==> config.mk <==
export PLATFORM = sky130hd
export DESIGN_NAME = pc_ras
export DESIGN_NICKNAME = d
export VERILOG_FILES = /design/src/rtl/pc_ras.sv
export SDC_FILE = /design/constraint.sdc
export NUM_CORES = 1
export LEC_CHECK = 0
export CORE_MARGIN = 4
export CORE_UTILIZATION = 40
export DETAILED_ROUTE_END_ITERATION = 8
export GPL_TIMING_DRIVEN = 0
export HOLD_SLACK_MARGIN = 0.06
export SLEW_MARGIN = 20
export SYNTH_ARGS = -nofsm -noshare
export SYNTH_HDL_FRONTEND = slang
export SYNTH_SLANG_ARGS = --single-unit
==> constraint.sdc <==
create_clock -name clk -period 3.95 [get_ports clk]
set_clock_uncertainty 0.15 [all_clocks]
set_input_delay 0.395 -clock clk [delete_from_list [all_inputs] [get_ports clk]]
set_output_delay 0.395 -clock clk [all_outputs]
set_load 0.02 [all_outputs]
==> src/rtl/pc_ras.sv <==
// Program counter with an integrated circular return-address stack.
// The PC and every stack-visible value (top, count, flags) are registered.
// The stack can therefore be observed without any combinational path from the inputs.
module pc_ras #(
  parameter int          WIDTH     = 16,
  parameter int unsigned RESET_VEC = 32'h0000_3000,
  parameter int          RAS_DEPTH = 4,
  localparam int         CW        = $clog2(RAS_DEPTH + 1)
) (
  input  logic             clk,
  input  logic             reset,
  input  logic             ld_pc,
  input  logic [1:0]       pcmux,
  input  logic [WIDTH-1:0] from_bus,
  input  logic [WIDTH-1:0] addr,
  input  logic             push,
  input  logic             pop,
  input  logic             clr_flags,
  output logic [WIDTH-1:0] pc,
  output logic [WIDTH-1:0] ras_top,
  output logic [CW-1:0]    ras_count,
  output logic             ras_empty,
  output logic             ras_full,
  output logic             ras_ovf,
  output logic             ras_unf
);

  localparam int             PW       = (RAS_DEPTH > 1) ? $clog2(RAS_DEPTH) : 1;
  localparam logic [WIDTH-1:0] RST_PC   = RESET_VEC[WIDTH-1:0];
  localparam logic [CW-1:0]    FULL_CNT = CW'(RAS_DEPTH);
  localparam logic [PW-1:0]    LAST_IDX = PW'(RAS_DEPTH - 1);

  logic [WIDTH-1:0] pc_q, pc_d;
  logic [WIDTH-1:0] top_q, top_d;     // registered copy of the entry at ptr_q
  logic [PW-1:0]    ptr_q, ptr_d;
  logic [CW-1:0]    cnt_q, cnt_d;
  logic             ovf_q, ovf_d;
  logic             unf_q, unf_d;

  logic [WIDTH-1:0] mem [RAS_DEPTH];
  logic             wr_en;
  logic [PW-1:0]    wr_idx;
  logic [WIDTH-1:0] wr_data;

  logic [WIDTH-1:0] pc_inc;
  logic [PW-1:0]    ptr_next, ptr_prev;
  logic             set_ovf, set_unf;

  // Next-state logic: stack operation, flag update and PC select.
  always_comb begin
    pc_inc   = pc_q + WIDTH'(1);
    ptr_next = (ptr_q == LAST_IDX) ? '0 : ptr_q + PW'(1);
    ptr_prev = (ptr_q == '0) ? LAST_IDX : ptr_q - PW'(1);

    ptr_d   = ptr_q;
    cnt_d   = cnt_q;
    top_d   = top_q;
    wr_en   = 1'b0;
    wr_idx  = ptr_q;
    wr_data = pc_inc;
    set_ovf = 1'b0;
    set_unf = 1'b0;

    if (push && pop && (cnt_q != '0)) begin
      // Call immediately replacing a return: overwrite the top in place.
      wr_en = 1'b1;
      top_d = pc_inc;
    end else if (push) begin
      // A push onto a full stack silently drops the oldest entry.
      ptr_d  = ptr_next;
      wr_en  = 1'b1;
      wr_idx = ptr_next;
      top_d  = pc_inc;
      if (cnt_q == FULL_CNT) begin
        set_ovf = 1'b1;
      end else begin
        cnt_d = cnt_q + CW'(1);
      end
    end else if (pop) begin
      if (cnt_q != '0) begin
        ptr_d = ptr_prev;
        cnt_d = cnt_q - CW'(1);
        // Stale entries stay hidden: an emptied stack shows the reset vector.
        top_d = (cnt_q == CW'(1)) ? RST_PC : mem[ptr_prev];
      end else begin
        set_unf = 1'b1;
      end
    end

    // Sticky flags; a new event outranks a simultaneous clear.
    ovf_d = (ovf_q & ~clr_flags) | set_ovf;
    unf_d = (unf_q & ~clr_flags) | set_unf;

    pc_d = pc_q;
    if (ld_pc) begin
      case (pcmux)
        2'b00:   pc_d = pc_inc;
        2'b01:   pc_d = from_bus;
        2'b10:   pc_d = addr;
        default: pc_d = top_q;
      endcase
    end
  end

  // State registers with asynchronous reset.
  always_ff @(posedge clk or posedge reset) begin
    if (reset) begin
      pc_q  <= RST_PC;
      top_q <= RST_PC;
      ptr_q <= '0;
      cnt_q <= '0;
      ovf_q <= 1'b0;
      unf_q <= 1'b0;
    end else begin
      pc_q  <= pc_d;
      top_q <= top_d;
      ptr_q <= ptr_d;
      cnt_q <= cnt_d;
      ovf_q <= ovf_d;
      unf_q <= unf_d;
    end
  end

  // Entry storage; never cleared, only reachable while the count is non-zero.
  always_ff @(posedge clk) begin
    if (wr_en) begin
      mem[wr_idx] <= wr_data;
    end
  end

  assign pc        = pc_q;
  assign ras_top   = top_q;
  assign ras_count = cnt_q;
  assign ras_empty = (cnt_q == '0);
  assign ras_full  = (cnt_q == FULL_CNT);
  assign ras_ovf   = ovf_q;
  assign ras_unf   = unf_q;

endmodule

Word level (Yosys, flattened, before mapping)
Memories as Yosys holds them, arrays and structs flattened.
Cells that the tools add are included.
- add/subtract/negate cells: 5
- eq/ne operators: 6
- multiplexer cells: 28
- bitwise gates (word level): 6
- reduce and logical (&&, ||, !) cells: 13
- operators with widths (kind ; number):
    $mux W16 ; 5
    $pmux W16 S3 ; 1
    $add A16 B1 Y16 const B ; 1
    $mux W2 ; 7
    $mux W3 ; 4
    $mux W1 ; 11
    $reduce_bool A3 Y1 ; 3
    $eq A2 B2 Y1 const B ; 2
    $logic_not A2 Y1 ; 2
    $reduce_and A4 Y1 ; 1
    $reduce_bool A2 Y1 ; 2
    $add A3 B1 Y3 const B ; 1
    $eq A3 B1 Y1 const B ; 1
    $eq A3 B3 Y1 const B ; 1
    $logic_not A3 Y1 ; 1
    $reduce_and A3 Y1 ; 1
    $sub A3 B1 Y3 const B ; 1
    $add A2 B1 Y2 const B ; 1
    $and A1 B1 Y1 ; 2
    $eq A2 B1 Y1 const B ; 1
    $logic_and A1 B1 Y1 ; 2
    $ne A2 B2 Y1 const B ; 1
    $not A1 Y1 ; 2
    $or A1 B1 Y1 ; 2
    other kinds (2) ; 2
- register bits: 39
- RAM bits: 64
- bits of input ports: 40
- output and inout port bits: 39
- word-level logic and storage cells: 65
- memories: 1
- memories (memory ; depth ; width ; read ports ; clocked after Yosys merged registers in ; wr ports ; RTL line ; RTL):
    mem ; 4 ; 16 ; 1 ; 0 ; 1 ; 40 ; logic [WIDTH-1:0] mem [RAS_DEPTH];

Depth between registers and ports, before layout
Gate-level depths: netlist of the first run.
An unclocked memory read counts as a cell.
- word-level depth: 8
- mapped depth: 8
- depth with buffers taken out: 7

Worst setup path before layout of the first run
OpenSTA, ideal clock, no wires.
- path kind: reg2reg
- start point: register cnt_q[0], in the netlist ras_count[0]
- end point: memory mem[0][0], enable pin
- setup time: 394 ps
- data arrival time: 2624 ps
- required time: 3406 ps
- path slack: 782 ps
- stages on the path, launching flop included: 8
- buffers on the path: 0
- clock period less this slack: 3168 ps
- cell sequence: dfrtp_1 inv_1 ha_1 or2b_2 inv_1 nor2_1 a211o_1 a21oi_1
- word-level cells in the longest chain between the ends: 5
- elaborated cells on any way between the ends: 6
- classes of those cells: 4 x mux; 2 x reduce/logical
- RTL lines (element ; RTL line ; RTL):
    start, declared ; 36 ; logic [CW-1:0] cnt_q, cnt_d;
    start signal, assigned ; 118 ; cnt_q <= cnt_d;
    $reduce_bool A3 Y1 (*) ; 64 ; if (push && pop && (cnt_q != '0)) begin
    $logic_and A1 B1 Y1 (*) ; 64 ;
    $mux W1 ; 64 ;
    $mux W1 ; 126 ; if (wr_en) begin
    $mux W1 (not written as such) ; 127 ; mem[wr_idx] <= wr_data;
    end, declared ; 40 ;
Mark *: on every way between the ends. The rest lies on a longest branch, timed or not.

Worst setup path in the final report of the first run
- start point: register cnt_q[1], in the netlist ras_count[1]
- end point: memory mem[2][10], enable pin
Same word-level chain as after synthesis.

==> summary.txt, run 1 <==
Clocking
  – CTS tree: done
  – Hold buffer count at CTS: 0
  – H-tree depth: 3
  – Clk sinks: 103
  – CTS Buffer Depth: 2
  – Number of setup buffers added after CTS: 0
  – Post_cts resized: 0
  – Clock Latency Late Sink: 340 ps
  – Clock slew seen by the registers of the worst setup and hold paths: 70 ps
  – CTS Buf Count: 9
  – Clock Root Buffer: clkbuf_16

Synthesis
  – Number of flops mapped to enable cells by yosys: 64
  – Post-synth top area cell: edfxtp_1
  – Syn Nets: 425
  – Mapped Cells: 378
  – Post-synthesis sequential area ratio: 56.5%
  – Top cells by area, synth: edfxtp_1 37%, dfrtp_1 17%, mux4_2 5.3%, mux4_1 3.6%, a22o_1 2.6%
  – FFs w/ async S/R, synth: 37.9%
  – Top_reg_cell synth: edfxtp_1
  – Ys Warns: 0
  – Yosys top cell area share: 37.4%
  – Mapped cell area: 0.00514 mm2
  – #FFs+latches synth: 103
  – Average size of a mapped cell: 13.6 um2
  – Synth cell types: 61

Setup path
  – Maximum fanout along the worst path: 16
  – CP Data Arrival Time: 2950 ps
  – Worst Path Buf+Inv: 2
  – Worst setup SP type: flop
  – CP cell instances: inv_1 -> ha_1 -> or2b_2 -> nand2_1 -> clkbuf_1 -> o211ai_1 -> a21oi_4
  – CP peak stage delay: 660 ps
  – Crit end category: flop
  – CP delay by family, top: compound AO/OA/AOI/OAI gates
  – Required time of the worst setup path: 3770 ps
  – Slowest stage cell, crit path: a21oi_4
  – Kind of critical path: flop to flop

Hold path
  – Min-Delay Path Class: input port to async pin

Pwr
  – VDD IR max: 0.290 mV
  – Leak: 2.42 nW
  – Clock share of power: 19.5%
  – Combinational group share of total power: 41.3%
  – Net switching share of the total power: 35.3%
  – Pwr/cell area: 699 mW/mm2
  – Total power draw: 4.52 mW
  – Part of the power in registers: 39.3%
  – Switching Power: 1.60 mW
  – Pint: 2.93 mW

Final layout
  – Layout area overhead: 26.0%
  – Sequential cell area: 0.00290 mm2
  – Number of diodes: 0
  – Proportion of layout cells with a drive suffix above 1: 14.2%
  – Layout fillers: 1127
  – Area of the multi-input gates: 0.00206 mm2
  – Fin nets: 515
  – Final instance area: 0.00647 mm2

Detailed routing
  – Routed via count: 3595
  – Met1 WL: 6310 um
  – Vias per cell: 5.57
  – Average wire per standard cell: 21.8 um
  – Met3 WL: 686 um
  – DR DRC count: 0
  – Antenna-violating nets left: 0
  – DR top layer: met4
  – 1st-iter DRT viols: 261
  – Met2 WL: 6870 um
  – Detailed Routing Iterations Pass 1: 5
  – Final wirelength: 14000 um

Global route
  – Largest net degree at the start of global routing: 21
  – GRT Total Usage: 19.6%
  – Vias in the first global route: 3630
  – Global-route wire length before repair: 21400 um
  – Antenna violations before repair: 0
  – Total grt overflow: 0

STA
  – Worst Tran Pin Value: 964 ps
  – Slew Limit Headroom: 35.8%
  – Final setup fails: 0
  – Final min period: 3130 ps
  – Final Max Tran Viols: 0
  – Fmax: 0.319 GHz
  – Tcrit/Tclk final: 79.3%
  – RSZ-0062 raised after global routing: false
  – Final hold violation count: 0

Floorplanning
  – Initial Utilization: 40.7%
  – Die width: 121 um
  – Die area: 0.0147 mm2
  – Site Rows: 41
  – Die Ht: 121 um
  – # IOs: 79
  – Core ar.: 0.0126 mm2

Job
  – Maxcap violations: 0

Placement
  – Port bufs: 78
  – Placed inst area: 0.00618 mm2
  – GP Congestion: 0.828
  – Detailed Place HPWL: 9840 um

Status
  – Status: finished, final reports clean
[sequential cells by signal (all words and copies together), names as in the netlist]
name	count
ras_unf	1
ras_ovf	1
ptr_q	2
pc	16
mem	64
ras_count	3
ras_top	16
[cell type report]
class,instances,share of cell area [%]
tap,172,3.32
clock buffer,10,3.54
buffer,19,1.99
multi-input combinational,237,31.8
sequential,103,44.8
timing repair buffer,79,12.5
clock inverter,6,0.947
inverter,19,1.10
[cell usage after synthesis, types with 3 or more instances]
library cell and n:
mux4_1 7, dfstp_2 4, and2_1 4, nand3_1 9, xnor2_1 7, ha_1 7
nor2_1 20, o2bb2ai_1 7, nand2_1 19, a21oi_1 16, clkbuf_1 10, mux2i_1 5
o21a_1 5, nor3_1 8, edfxtp_1 64, xor2_1 9, buf_2 3, mux2_2 11
a21o_1 6, mux4_2 12, o21ai_0 17, a31oi_1 3, a22o_1 15, inv_1 19
clkbuf_8 3, dfrtp_1 35, o221ai_1 4, a221o_1 4
[power by group through the flow]
stage	Combinational, mW	Clock [mW]	Sequential [mW]
floorplan	1.05	0	1.89
global placement	1.83	0	1.79
detailed placement	1.87	0	1.80
CTS	1.88	0.889	1.78
global route	2.00	0.923	1.82
finish	1.87	0.880	1.78
[routing by layer]
| layer | GRT usage, % | up-vias |
|---|---|---|
| met2 | 31.9 | 115 |
| li1 | - | 1646 |
| met1 | 27.2 | 1823 |
| met3 | 3.40 | 11 |
| met4 | 5.25 | 0 |
| met5 | 0 | - |
[through the flow]
step | TNS [ps] | hold WS, ps | setup WS, ps | instances | utilization, %
after floorplan | 0 | 389 | 782 | 378 | -
after global placement | -2480 | 325 | -117 | 628 | 48.6
after detailed placement | 0 | 331 | 806 | 629 | 49.0
after CTS | 0 | 276 | 782 | 645 | 51.3
after global routing | 0 | 309 | 613 | 645 | 51.3
final | 0 | 257 | 819 | 645 | 51.3
[worst reg2reg max path, cell delays in order, from the launching register on]
cell      delay (ps)
dfrtp_1          430
inv_1            120
ha_1             250
or2b_2           360
nand2_1          130
clkbuf_1         420
o211ai_1         230
a21oi_4          660
[kinds of logic after synthesis]
kind of cell	share of synthesized area (%)
AO/OA/AOI/OAI	13.6
AND/OR/NAND/NOR	8.96
multiplexers	12.2
adder cells (fa/ha/maj)	2.09
XOR/XNOR	2.73
flip-flops	56.5
buffers and inverters	3.90
[layout by cell type, fill, tap and decap left out, drive strengths merged, types with 5 or more instances in the layout]
cell type / netlist / final
nor3: 8 / 8
nor2: 20 / 20
mux2: 11 / 11
ha: 7 / 7
xor2: 9 / 9
clkdlybuf4s50: 0 / 78
o21ai: 17 / 17
buf: 6 / 7
a22o: 15 / 15
o2bb2ai: 7 / 7
a21oi: 17 / 17
mux4: 19 / 19
clkbuf: 13 / 23
dfrtp: 35 / 35
edfxtp: 64 / 64
nand2: 19 / 19
mux2i: 5 / 5
inv: 19 / 19
xnor2: 7 / 7
a21o: 6 / 6
nand3: 11 / 11
o21a: 5 / 5
[final timing paths]
check	startpoint	to	slack [ps]	depth (start not counted)
worst max-delay path	ras_count[1]	mem[2][10]	820	7
worst min-delay path	reset	ras_top[3]	260	2
worst max register to register	ras_count[1]	mem[2][10]	820	7
worst min register to register	ras_ovf	ras_ovf	340	1
max in group asynchronous	reset	pc[13]	2820	3
min in group clk	ras_ovf	ras_ovf	340	1
Note: power is estimated with default switching activity, not from simulation.
==> run 2: changes to the inputs <==
- clock period: 3.95 -> 2.6 ns (I/O delays scaled with it)
==> summary.txt, run 2 (same netlist as run 1, synthesis figures left out) <==
Final layout
  – Fin nets: 523 (was 515)
  – Commonest non-fill, non-tap cell in the layout: clkdlybuf4s50_1 (unchanged)
  – Most flops, register: mem (unchanged)
  – Number of diodes: 0 (unchanged)
  – Layout fillers: 1086 (was 1127)
  – Layout area overhead: 29.3% (was 26.0%)
  – Sequential cell area: 0.00291 mm2 (was 0.00290 mm2)
  – Max reg flops: 64 (unchanged)
  – Final instance area: 0.00664 mm2 (was 0.00647 mm2)
  – Finished Core Util: 52.6% (was 51.3%)
  – Proportion of layout cells with a drive suffix above 1: 17.5% (was 14.2%)
  – Area of the multi-input gates: 0.00209 mm2 (was 0.00206 mm2)
  – Most frequent cells in the layout: 77 x clkdlybuf4s50_1, 64 x edfxtp_1, 33 x dfrtp_1, 19 x nor2_1, 18 x nand2_1 (was 78 x clkdlybuf4s50_1, 64 x edfxtp_1, 35 x dfrtp_1, 20 x nor2_1, 19 x nand2_1)

Detailed routing
  – Antenna-violating nets left: 0 (unchanged)
  – 1st-iter DRT viols: 323 (was 261)
  – Vias per cell: 5.62 (was 5.57)
  – Average wire per standard cell: 22.2 um (was 21.8 um)
  – Final wirelength: 14500 um (was 14000 um)
  – DR DRC count: 0 (unchanged)
  – Routed via count: 3672 (was 3595)
  – Detailed Routing Iterations Pass 1: 5 (unchanged)

Clocking
  – Clock slew seen by the registers of the worst setup and hold paths: 70 ps (about the same)
  – Clock Root Buffer: clkbuf_16 (unchanged)
  – CTS tree: done (unchanged)
  – H-tree depth: 3 (unchanged)
  – Hold buffer count at CTS: 0 (unchanged)
  – CTS Buffer Depth: 2 (unchanged)
  – Clock Latency Late Sink: 350 ps (was 340 ps)
  – CTS Buf Count: 9 (unchanged)
  – Clk sinks: 103 (unchanged)

Placement
  – Placed inst area: 0.00618 mm2 (about the same)
  – Port bufs: 78 (unchanged)
  – GP Congestion: 0.765 (was 0.828)
  – Detailed Place HPWL: 9680 um (was 9840 um)

Global route
  – Vias in the first global route: 3750 (was 3630)
  – Antenna violations before repair: 0 (unchanged)
  – GRT Total Usage: 20.4% (was 19.6%)
  – Global-route wire length before repair: 22200 um (was 21400 um)
  – Total grt overflow: 0 (unchanged)
  – Largest net degree at the start of global routing: 22 (was 21)

Setup path
  – CP peak stage delay: 430 ps (was 660 ps)
  – RR Endpoint: mem[0][5] (was mem[2][10])
  – Maximum fanout along the worst path: 8 (was 16)
  – CP delay by family, top: compound AO/OA/AOI/OAI gates (unchanged)
  – R2r startpoint: ras_count[0] (was ras_count[1])
  – Slowest stage cell, crit path: dfrtp_2 (was a21oi_4)
  – CP cell instances: inv_1 -> ha_4 -> or2b_2 -> inv_2 -> nor2_2 -> a211o_1 -> a21oi_4 -> buf_12 (was inv_1 -> ha_1 -> or2b_2 -> nand2_1 -> clkbuf_1 -> o211ai_1 -> a21oi_4)
  – Required time of the worst setup path: 2510 ps (was 3770 ps)
  – Worst setup SP type: flop (unchanged)
  – Kind of critical path: flop to flop (unchanged)
  – Crit end category: flop (unchanged)
  – CP Data Arrival Time: 2430 ps (was 2950 ps)
  – R2R cell count: 8 (was 7)
  – Setup slack, reg-to-reg: 80 ps (was 820 ps)
  – Worst Path Buf+Inv: 3 (was 2)

Pwr
  – Net switching share of the total power: 35.0% (was 35.3%)
  – Clock share of power: 18.7% (was 19.5%)
  – Pint: 4.63 mW (was 2.93 mW)
  – Leak: 2.50 nW (was 2.42 nW)
  – VDD IR max: 0.447 mV (was 0.290 mV)
  – Part of the power in registers: 37.9% (was 39.3%)
  – Switching Power: 2.50 mW (was 1.60 mW)
  – Total power draw: 7.12 mW (was 4.52 mW)
  – Pwr/cell area: 1070 mW/mm2 (was 699 mW/mm2)
  – Combinational group share of total power: 43.4% (was 41.3%)

Floorplanning
  – Die width: 121 um (unchanged)
  – # IOs: 79 (unchanged)
  – Initial Utilization: 40.7% (unchanged)
  – Die Ht: 121 um (unchanged)
  – Core ar.: 0.0126 mm2 (unchanged)
  – Site Rows: 41 (unchanged)
  – Die area: 0.0147 mm2 (unchanged)

STA
  – Final min period: 2520 ps (was 3130 ps)
  – Slew Limit Headroom: 47.1% (was 35.8%)
  – Final Max Tran Viols: 0 (unchanged)
  – Setup TNS: 0 ps (unchanged)
  – RSZ-0062 raised after global routing: false (unchanged)
  – Tcrit/Tclk final: 96.8% (was 79.3%)
  – Final hold slack: 138 ps (was 257 ps)
  – Fmax: 0.397 GHz (was 0.319 GHz)
  – Final setup fails: 0 (unchanged)
  – Final hold violation count: 0 (unchanged)
  – Worst Tran Pin Value: 794 ps (was 964 ps)

Status
  – Status: finished, final reports clean (unchanged)

Job
  – Maxcap violations: 0 (unchanged)

Hold path
  – Min-Delay Path Class: input port to async pin (unchanged)
[run 2: changes by cell type in the layout (fill, tap and decap cells not counted), sizes merged]
cell,before,now
clkdlybuf4s50,78,77
clkinvlp,3,0
dlygate4sd2,0,1
clkbuf,23,25
buf,7,16
[run 2: layer usage]
layer / wire (um) / global-route usage [%]
met5: 0 / 0
met4: 274 / 6.16
met3: 877 / 3.92
met2: 7040 / 32.9
met1: 6310 / 27.9
[run 2: per-stage QoR]
stage	setup slack, ps	std cells
final	82.8	653
after global routing	4.35	653
after CTS	5.36	648
after detailed placement	-541	629
after global placement	-551	628
after floorplan	9.55	378
[run 2: final cells by class]
cell class,instances,share of cell area (%)
sequential,103,43.8
multi-input combinational,237,31.4
timing repair buffer,88,14.3
clock buffer,13,3.62
tap,172,3.24
buffer,18,1.90
inverter,19,1.07
clock inverter,3,0.660
[run 2: timing repair]
item / in CTS / in global routing
gates resized for setup: 7 / 4
pin swaps: 2 / 2
buffers inserted: 4 / 5
endpoints found under the setup margin: 65 / 55
[run 2: how the worst max path moves through the flow]
stage	start	end	slack [ps]	depth (start not counted)
2_1_floorplan	ras_count[1]	mem[0][0]	10	7
3_3_place_gp	ras_count[0]	mem[2][14]	-550	7
3_5_place_dp	ras_count[0]	mem[2][8]	-540	7
4_1_cts	ras_count[0]	mem[3][0]	5	7
5_1_grt	ras_count[0]	mem[0][3]	4	8
6_report	ras_count[0]	mem[0][5]	80	8
[run 2: power groups by stage]
stage | Sequential (mW) | Combinational, mW | Clock, mW
after floorplan | 2.86 | 1.63 | 0
after global placement | 2.71 | 2.84 | 0
after detailed placement | 2.73 | 2.87 | 0
after CTS | 2.70 | 3.02 | 1.35
after global routing | 2.76 | 3.29 | 1.41
final | 2.70 | 3.09 | 1.33
[run 2: worst reg2reg max path: cells and delay by family (launching register included)]
family                   cells  cell delay, ps
AO/OA/AOI/OAI                2             560
adder cells (fa/ha/maj)      1             190
buffers and inverters        3             450
flip-flops                   1             430
AND/OR/NAND/NOR              2             460
